<file path="src/rtl/wb_commit_buffer_pkg.sv">
// Shared types for the writeback commit buffer: occupancy states, widths and
// the buffered entry layout.
package wb_pkg;

    localparam int DATA_W = 32;
    localparam int REG_W  = 5;
    localparam logic [REG_W-1:0] REG_ZERO = 5'd0;

    typedef enum logic [1:0] {
        ST_EMPTY = 2'd0,
        ST_ONE   = 2'd1,
        ST_FULL  = 2'd2
    } state_t;

    typedef struct packed {
        logic [DATA_W-1:0] data;
        logic [REG_W-1:0]  rd;
        logic              we;
    } entry_t;

endpackage

</file>
<file path="src/rtl/wb_commit_buffer_if.sv">
// MEM-stage input handshake, register-file write port, forwarding tap and
// commit counter of the writeback commit buffer.
interface wb_commit_buffer_if;
    import wb_pkg::*;

    logic              in_valid;
    logic              in_ready;
    logic [DATA_W-1:0] alu_result;
    logic [DATA_W-1:0] mem_rdata;
    logic              mem_to_reg;
    logic              reg_write;
    logic [REG_W-1:0]  rd;
    logic              flush;
    logic              out_ready;
    logic              out_valid;
    logic              rf_we;
    logic [REG_W-1:0]  rf_waddr;
    logic [DATA_W-1:0] rf_wdata;
    logic              fwd_valid;
    logic [REG_W-1:0]  fwd_rd;
    logic [DATA_W-1:0] fwd_data;
    logic [31:0]       commit_count;

    modport slave (
        input  in_valid, alu_result, mem_rdata, mem_to_reg, reg_write, rd,
               flush, out_ready,
        output in_ready, out_valid, rf_we, rf_waddr, rf_wdata,
               fwd_valid, fwd_rd, fwd_data, commit_count
    );

    modport master (
        output in_valid, alu_result, mem_rdata, mem_to_reg, reg_write, rd,
               flush, out_ready,
        input  in_ready, out_valid, rf_we, rf_waddr, rf_wdata,
               fwd_valid, fwd_rd, fwd_data, commit_count
    );

endinterface

</file>
<file path="src/rtl/wb_commit_buffer_fifo.sv">
// Two-entry FIFO holding writeback entries between MEM and the register file.
//   state    | meaning
//   ST_EMPTY | no entry buffered
//   ST_ONE   | one entry, it is the head
//   ST_FULL  | two entries, head is the older one
module wb_skid_fifo
    import wb_pkg::*;
(
    input  logic   clk,
    input  logic   reset,
    input  logic   push,
    input  logic   pop,
    input  logic   flush,
    input  entry_t push_entry,
    output entry_t head,
    output state_t state
);

    state_t state_q, state_d;
    entry_t mem_q [2];
    logic   wr_ptr_q, rd_ptr_q;
    logic   push_ok, pop_ok;

    // Never overfill or underflow, whatever the caller asks for.
    assign push_ok = push && (state_q != ST_FULL);
    assign pop_ok  = pop && (state_q != ST_EMPTY);
    assign head    = mem_q[rd_ptr_q];
    assign state   = state_q;

    // Occupancy state register.
    always_ff @(posedge clk) begin
        if (reset) state_q <= ST_EMPTY;
        else       state_q <= state_d;
    end

    // Next occupancy from push/pop; flush empties regardless.
    always_comb begin
        state_d = state_q;
        unique case (state_q)
            ST_EMPTY: if (push_ok) state_d = ST_ONE;
            ST_ONE: begin
                if (push_ok && !pop_ok)      state_d = ST_FULL;
                else if (!push_ok && pop_ok) state_d = ST_EMPTY;
            end
            ST_FULL:  if (pop_ok) state_d = ST_ONE;
            default:  state_d = ST_EMPTY;
        endcase
        if (flush) state_d = ST_EMPTY;
    end

    // Entry storage and ring pointers; reset clears storage so the write
    // port and forwarding tap read zero straight out of reset.
    always_ff @(posedge clk) begin
        if (reset) begin
            mem_q[0] <= '0;
            mem_q[1] <= '0;
            wr_ptr_q <= 1'b0;
            rd_ptr_q <= 1'b0;
        end else if (flush) begin
            wr_ptr_q <= 1'b0;
            rd_ptr_q <= 1'b0;
        end else begin
            if (push_ok) begin
                mem_q[wr_ptr_q] <= push_entry;
                wr_ptr_q        <= ~wr_ptr_q;
            end
            if (pop_ok) rd_ptr_q <= ~rd_ptr_q;
        end
    end

endmodule

</file>
<file path="src/rtl/wb_commit_buffer.sv">
// Writeback commit buffer: selects load vs ALU data, qualifies the register
// write, buffers up to two results and drains them into the register file.
module wb_commit_buffer
    import wb_pkg::*;
(
    input  logic            clk,
    input  logic            reset,
    wb_commit_buffer_if.slave bus
);

    entry_t      in_entry, head;
    state_t      state;
    logic        accept, pop;
    logic [31:0] commit_count_q;

    assign in_entry.data = bus.mem_to_reg ? bus.mem_rdata : bus.alu_result;
    assign in_entry.rd   = bus.rd;
    assign in_entry.we   = bus.reg_write && (bus.rd != REG_ZERO);

    // Ready comes from registered state only, so in_valid never loops
    // combinationally back to any output.
    assign bus.in_ready  = (state != ST_FULL);
    assign bus.out_valid = (state != ST_EMPTY);

    // A flush drops the incoming result but still lets the head commit.
    assign accept = bus.in_valid && bus.in_ready && !bus.flush;
    assign pop    = bus.out_valid && bus.out_ready;

    assign bus.rf_we     = pop && head.we && !reset;
    assign bus.rf_waddr  = head.rd;
    assign bus.rf_wdata  = head.data;
    assign bus.fwd_valid = bus.out_valid && head.we;
    assign bus.fwd_rd    = head.rd;
    assign bus.fwd_data  = head.data;
    assign bus.commit_count = commit_count_q;

    wb_skid_fifo u_fifo (
        .clk        (clk),
        .reset      (reset),
        .push       (accept),
        .pop        (pop),
        .flush      (bus.flush),
        .push_entry (in_entry),
        .head       (head),
        .state      (state)
    );

    // Count committed register writes, wrapping naturally at 2^32.
    always_ff @(posedge clk) begin
        if (reset)          commit_count_q <= '0;
        else if (bus.rf_we) commit_count_q <= commit_count_q + 32'd1;
    end

endmodule

</file>
<file path="src/flat_wrapper.sv">
// flat-port wrapper written by rule: the top's interface ports become plain ports
module wb_commit_buffer_flat import wb_pkg::*;
  (clk, reset, bus_in_valid, bus_alu_result, bus_mem_rdata, bus_mem_to_reg, bus_reg_write, bus_rd, bus_flush, bus_out_ready, bus_in_ready, bus_out_valid, bus_rf_we, bus_rf_waddr, bus_rf_wdata, bus_fwd_valid, bus_fwd_rd, bus_fwd_data, bus_commit_count);
  wb_commit_buffer_if bus_i ();
  input  logic clk;
  input  logic reset;
  input wire logic [$bits(bus_i.in_valid)-1:0] bus_in_valid;
  input wire logic [$bits(bus_i.alu_result)-1:0] bus_alu_result;
  input wire logic [$bits(bus_i.mem_rdata)-1:0] bus_mem_rdata;
  input wire logic [$bits(bus_i.mem_to_reg)-1:0] bus_mem_to_reg;
  input wire logic [$bits(bus_i.reg_write)-1:0] bus_reg_write;
  input wire logic [$bits(bus_i.rd)-1:0] bus_rd;
  input wire logic [$bits(bus_i.flush)-1:0] bus_flush;
  input wire logic [$bits(bus_i.out_ready)-1:0] bus_out_ready;
  output wire logic [$bits(bus_i.in_ready)-1:0] bus_in_ready;
  output wire logic [$bits(bus_i.out_valid)-1:0] bus_out_valid;
  output wire logic [$bits(bus_i.rf_we)-1:0] bus_rf_we;
  output wire logic [$bits(bus_i.rf_waddr)-1:0] bus_rf_waddr;
  output wire logic [$bits(bus_i.rf_wdata)-1:0] bus_rf_wdata;
  output wire logic [$bits(bus_i.fwd_valid)-1:0] bus_fwd_valid;
  output wire logic [$bits(bus_i.fwd_rd)-1:0] bus_fwd_rd;
  output wire logic [$bits(bus_i.fwd_data)-1:0] bus_fwd_data;
  output wire logic [$bits(bus_i.commit_count)-1:0] bus_commit_count;
  assign bus_i.in_valid = bus_in_valid;
  assign bus_i.alu_result = bus_alu_result;
  assign bus_i.mem_rdata = bus_mem_rdata;
  assign bus_i.mem_to_reg = bus_mem_to_reg;
  assign bus_i.reg_write = bus_reg_write;
  assign bus_i.rd = bus_rd;
  assign bus_i.flush = bus_flush;
  assign bus_i.out_ready = bus_out_ready;
  assign bus_in_ready = bus_i.in_ready;
  assign bus_out_valid = bus_i.out_valid;
  assign bus_rf_we = bus_i.rf_we;
  assign bus_rf_waddr = bus_i.rf_waddr;
  assign bus_rf_wdata = bus_i.rf_wdata;
  assign bus_fwd_valid = bus_i.fwd_valid;
  assign bus_fwd_rd = bus_i.fwd_rd;
  assign bus_fwd_data = bus_i.fwd_data;
  assign bus_commit_count = bus_i.commit_count;
  wb_commit_buffer u_core (.clk(clk), .reset(reset), .bus(bus_i));
endmodule
</file>
<file path="config.mk">
export PLATFORM = sky130hd
export DESIGN_NAME = wb_commit_buffer_flat
export DESIGN_NICKNAME = d
export VERILOG_FILES = /design/src/rtl/wb_commit_buffer_pkg.sv /design/src/rtl/wb_commit_buffer_if.sv /design/src/rtl/wb_commit_buffer_fifo.sv /design/src/rtl/wb_commit_buffer.sv /design/src/flat_wrapper.sv
export SDC_FILE = /design/constraint.sdc
export NUM_CORES = 1
export LEC_CHECK = 0
export BUFFER_PORTS_ARGS = -buffer_cell sky130_fd_sc_hd__buf_2
export CELL_PAD_IN_SITES_DETAIL_PLACEMENT = 0
export CELL_PAD_IN_SITES_GLOBAL_PLACEMENT = 1
export CORE_MARGIN = 5
export CORE_UTILIZATION = 35
export CTS_CLUSTER_SIZE = 14
export DETAILED_ROUTE_END_ITERATION = 10
export PLACE_DENSITY = 0.75
export SYNTH_ARGS = -nofsm -noshare
export SYNTH_HDL_FRONTEND = slang
export SYNTH_SLANG_ARGS = --single-unit
</file>
<file path="constraint.sdc">
create_clock -name clk -period 4.3 [get_ports clk]
set_clock_uncertainty 0.2 [all_clocks]
set_input_delay 0.86 -clock clk [delete_from_list [all_inputs] [get_ports clk]]
set_output_delay 0.86 -clock clk [all_outputs]
set_load 0.02 [all_outputs]
</file>
# Yosys cells after proc, flatten, opt, wreduce, memory -nomap -nowiden
# Memory sizes are Yosys's and may differ from the RTL's. A register that Yosys moved wholly into a read port is not among the register bits.
# Cells that the tools add are included.
[totals]
n_memories = 1
mem_bits_rw = 76
reg_bits = 36
input_bits = 76
output_inout_bits = 110
[classes]
eq_ne = 6
muxes = 17
bitwise = 2
n_reduce_logical = 21
n_addsub = 1
[mem_list]
columns = ["name", "words", "width", "read_ports", "rd_clocked_by_memory_dff", "wr", "line", "text"]
rows = [
  ["u_core.u_fifo.mem_q", 2, 38, 1, 1, 2, "wb_commit_buffer_fifo.sv:20", "entry_t mem_q [2];"],
]
[ops]
columns = ["op", "n"]
rows = [
  ["two-way mux 38 bit", 1],
  ["OR reduction 38 bit", 1],
  ["adder 32 x 1 -> 32 bit, second input constant", 1],
  ["two-way mux 32 bit", 1],
  ["logical AND 1 bit", 11],
  ["two-way mux 1 bit", 10],
  ["two-way mux 2 bit", 4],
  ["inequality test 2 bit, second input constant", 3],
  ["one-hot mux 2 bit (3 select lines)", 1],
  ["nonzero test 5 bit", 1],
  ["zero test 1 bit", 4],
  ["inequality test 3 bit, second input constant", 1],
  ["AND reduction 3 bit", 1],
  ["== test 2 x 1 -> 1 bit, second input constant", 1],
  ["== test 2 bit, second input constant", 1],
  ["zero test 2 bit", 1],
  ["NOT 1 bit", 2],
  ["nonzero test 2 bit", 1],
  ["OR reduction 2 bit", 1],
]

# Depth between registers and ports, before layout
[depth]
word_depth = 10
depth_mapped = 9

# By module
# A second synthesis with hierarchy kept.
[unflattened]
hier_cells = 509
hier_area_um2 = 5943.2
[by_module_without_submodules]
columns = ["module", "instances", "cells_each", "area_each_um2", "seq_area_each_um2"]
rows = [
  ["wb_skid_fifo", 1, 230, 3572.2, 2382.3],
  ["wb_commit_buffer", 1, 279, 2371.0, 640.6],
]

# Worst setup path before layout
# OpenSTA, ideal clock, no wires.
[synth_timing]
path_type = "input to register"
from = "input bus_in_valid"
to = "memory u_core.u_fifo.mem_q[0][0] in the netlist's numbering (enable)"
setup_time_ns = 0.441
setup_slack_ns = 0.703
path_buffers = 0
t_arrival_ns = 2.956
stages = 3
path_cell_list = "nand2_1 or2_1 o21bai_1"
[synth_rtl]
columns = ["item", "line", "text"]
rows = [
  ["start: declaration", "flat_wrapper.sv:7", "input wire logic [$bits(bus_i.in_valid)-1:0] bus_in_valid;"],
  ["end: declaration", "wb_commit_buffer_fifo.sv:20", ""],
]

==> flow_summary.yaml <==
drt:
  wl_mm: 12.8
  wl_per_cell_um: 15.3
  drt-initial-drc-count: 199
  vias_per_cell: 4.83
  ant_nets: 0
  drc_errors: 0
  dr.pass1.iters: 4
  vias: 4044
synthesis:
  yosys.area.top_type: "edfxtp_1"
  synthCells: 489
  synth_flop_cell: "edfxtp_1"
  synth-edff-count: 76
  ys_seq_elements: 113
  async_reset_ff_share_pct: 0
  synth_area_leaders: "edfxtp_1 42%, dfxtp_1 14%, mux2_2 7.9%"
  ys_warn_count: 0
  syn_area_um2: 5430
  yosys-top-cells-count: "112 x nor2_1, 76 x edfxtp_1, 38 x mux2_2, 37 x buf_4, 37 x dfxtp_1"
  synthMostInstantiatedCell: "nor2_1"
  yosysSeqAreaShare_pct: 55.6
  synth_cell_types: 35
  syn_avg_cell_area_um2: 11.1
  synth_nets: 567
  yosys.area.top_type_share_pct: 42.0
global_route:
  grt_pass1_vias: 3942
  antenna_found_initial: 2
  gr-total-overflow: 0
  grt_pass1_wl_mm: 19.8
  grtUsageTotal_pct: 14.0
  grt_max_degree: 45
cts:
  postCtsSetupBuffers: 0
  clk_latency_ns: 0.40
  htreeDepth: 4
  cts_buffers: 17
  cts_root_buffer: "clkbuf_16"
  clockBufferDepth: 2
  cts_tree: "yes"
  path_clk_slew_ns: 0.05
  cts_num_sinks: 113
  cts_resized: 0
  ctsHoldBuffers: 0
power_and_ir_drop:
  power.density_nw_per_um2: 432
  leakagePower_nw: 3.08
  power_mw: 2.98
  ir_drop_v: 0.000230
die:
  core_area_um2: 15200
  die_y_um: 135
  dieWidth_um: 135
  die_area_um2: 18100
  initial_core_util_pct: 35.7
  ios: 186
  row_count: 45
timing:
  worst_pin_slew_ns: 1.02
  max_freq_ghz: 0.351
  rsz0062_at_grt: "no"
  period_minus_slack_ns: 2.85
  fin_tns_setup_ns: 0
  fin_ws_ns: 1.45
  finalCritPeriodShare_pct: 66.2
  slew_headroom_pct: 31.8
  finalSetupViolCount: 0
  hold_viol: 0
  slew_viol_final: 0
  hold_ws_ns: 0.285
place:
  dpl-instance-area_um2: 6260
  place_ws_ns: 1.25
  placed_cells: 804
  dp_hpwl_mm: 8.87
  gp_congestion: 0.811
  numPortBuffers: 185
setup_path:
  worstPathMaxFanout: 37
  criticalPathCategory: "flop to primary output"
  required_ns: 3.24
  crit_path_end_kind: "primary output"
  start_kind: "flop"
  arrival_ns: 1.79
  r2r_cells: 6
worst_hold_path:
  min_path_type: "flop to flop"
  hold_depth: 2
outcome:
  status: "completed"
final_layout:
  final_area_um2: 6890
  finalNonFillerCells: 837
  nNetsFinal: 713
  final_core_util_pct: 45.3
  drive_gt1_share_pct: 40.9
  syn_to_final_growth_pct: 26.8
flow_run:
  maxCapViolCount: 0
critical path, cell delays in order, from the launching register on:
cell	delay, ns
dfxtp_2	0.33
buf_4	0.43
mux2_2	0.43
buf_2	0.17
area by class of cell:
| type | instances | area [um^2] |
|---|---|---|
| fillers | 1434 | 8310 |
| flip-flops and latches | 113 | 3020 |
| multi-input cells | 306 | 2020 |
| repair buffers | 189 | 956 |
| clock buffers | 20 | 437 |
| well taps | 188 | 235 |
| clock inverters | 12 | 189 |
| inverters | 8 | 30.0 |
| diodes | 1 | 2.50 |
cell families after synthesis:
group | after synthesis | share of synthesized area (%)
AND/OR/NAND/NOR | 189 | 16.4
flip-flops | 113 | 55.6
multiplexers | 71 | 14.0
buffers and inverters | 70 | 7.51
XOR/XNOR | 27 | 4.35
AO/OA/AOI/OAI | 17 | 1.70
adder cells (fa/ha/maj) | 2 | 0.460
metal layers:
metal | vias to the layer above | routed length [um] | GRT usage [%]
li1 | 1966 | - | -
met1 | 1900 | 5570 | 16.7
met2 | 161 | 6040 | 23.1
met3 | 15 | 1070 | 4.96
met4 | 2 | 133 | 5.49
met5 | - | 13 | 0
flip-flops by register name (all words and copies together) (netlist names), named ones only:
register	count
u_core.u_fifo.mem_q	76
u_core.u_fifo.wr_ptr_q	1
u_core.u_fifo.rd_ptr_q	1
u_core.bus.commit_count	32
u_core.u_fifo.state	2
worst paths after layout:
kind	start	to	slack, ns
max	flop	bus_rf_wdata[31]	1.45
min	u_core.bus.commit_count[31]	u_core.bus.commit_count[31]	0.29
max reg2reg	u_core.u_fifo.state[0]	u_core.u_fifo.mem_q[1][15]	1.76
min reg2reg	u_core.bus.commit_count[31]	u_core.bus.commit_count[31]	0.29
placed cells by master, fill, tap and decap left out, types with 5 or more instances in the layout:
master,netlist,layout
dfxtp_1,37,36
nor3_1,5,5
buf_2,5,185
inv_1,8,8
nand3_1,13,13
edfxtp_1,76,76
a21oi_1,8,8
xor2_1,23,23
mux2i_1,33,33
mux2_2,38,38
nor2_1,112,112
bufinv_16,0,5
and3_1,8,8
o21ai_0,6,6
nand4_1,16,16
nand2_1,9,9
clkinv_2,0,6
clkbuf_16,0,17
or3_1,6,5
power breakdown:
group,internal [mW],total (mW),switching (mW),leakage (nW)
sequential,1.20,1.21,0.00992,1.09
combinational,0.104,0.283,0.179,1.67
clock,1.02,1.48,0.461,0.311
No activity file was read; power rests on OpenSTA's default activity.
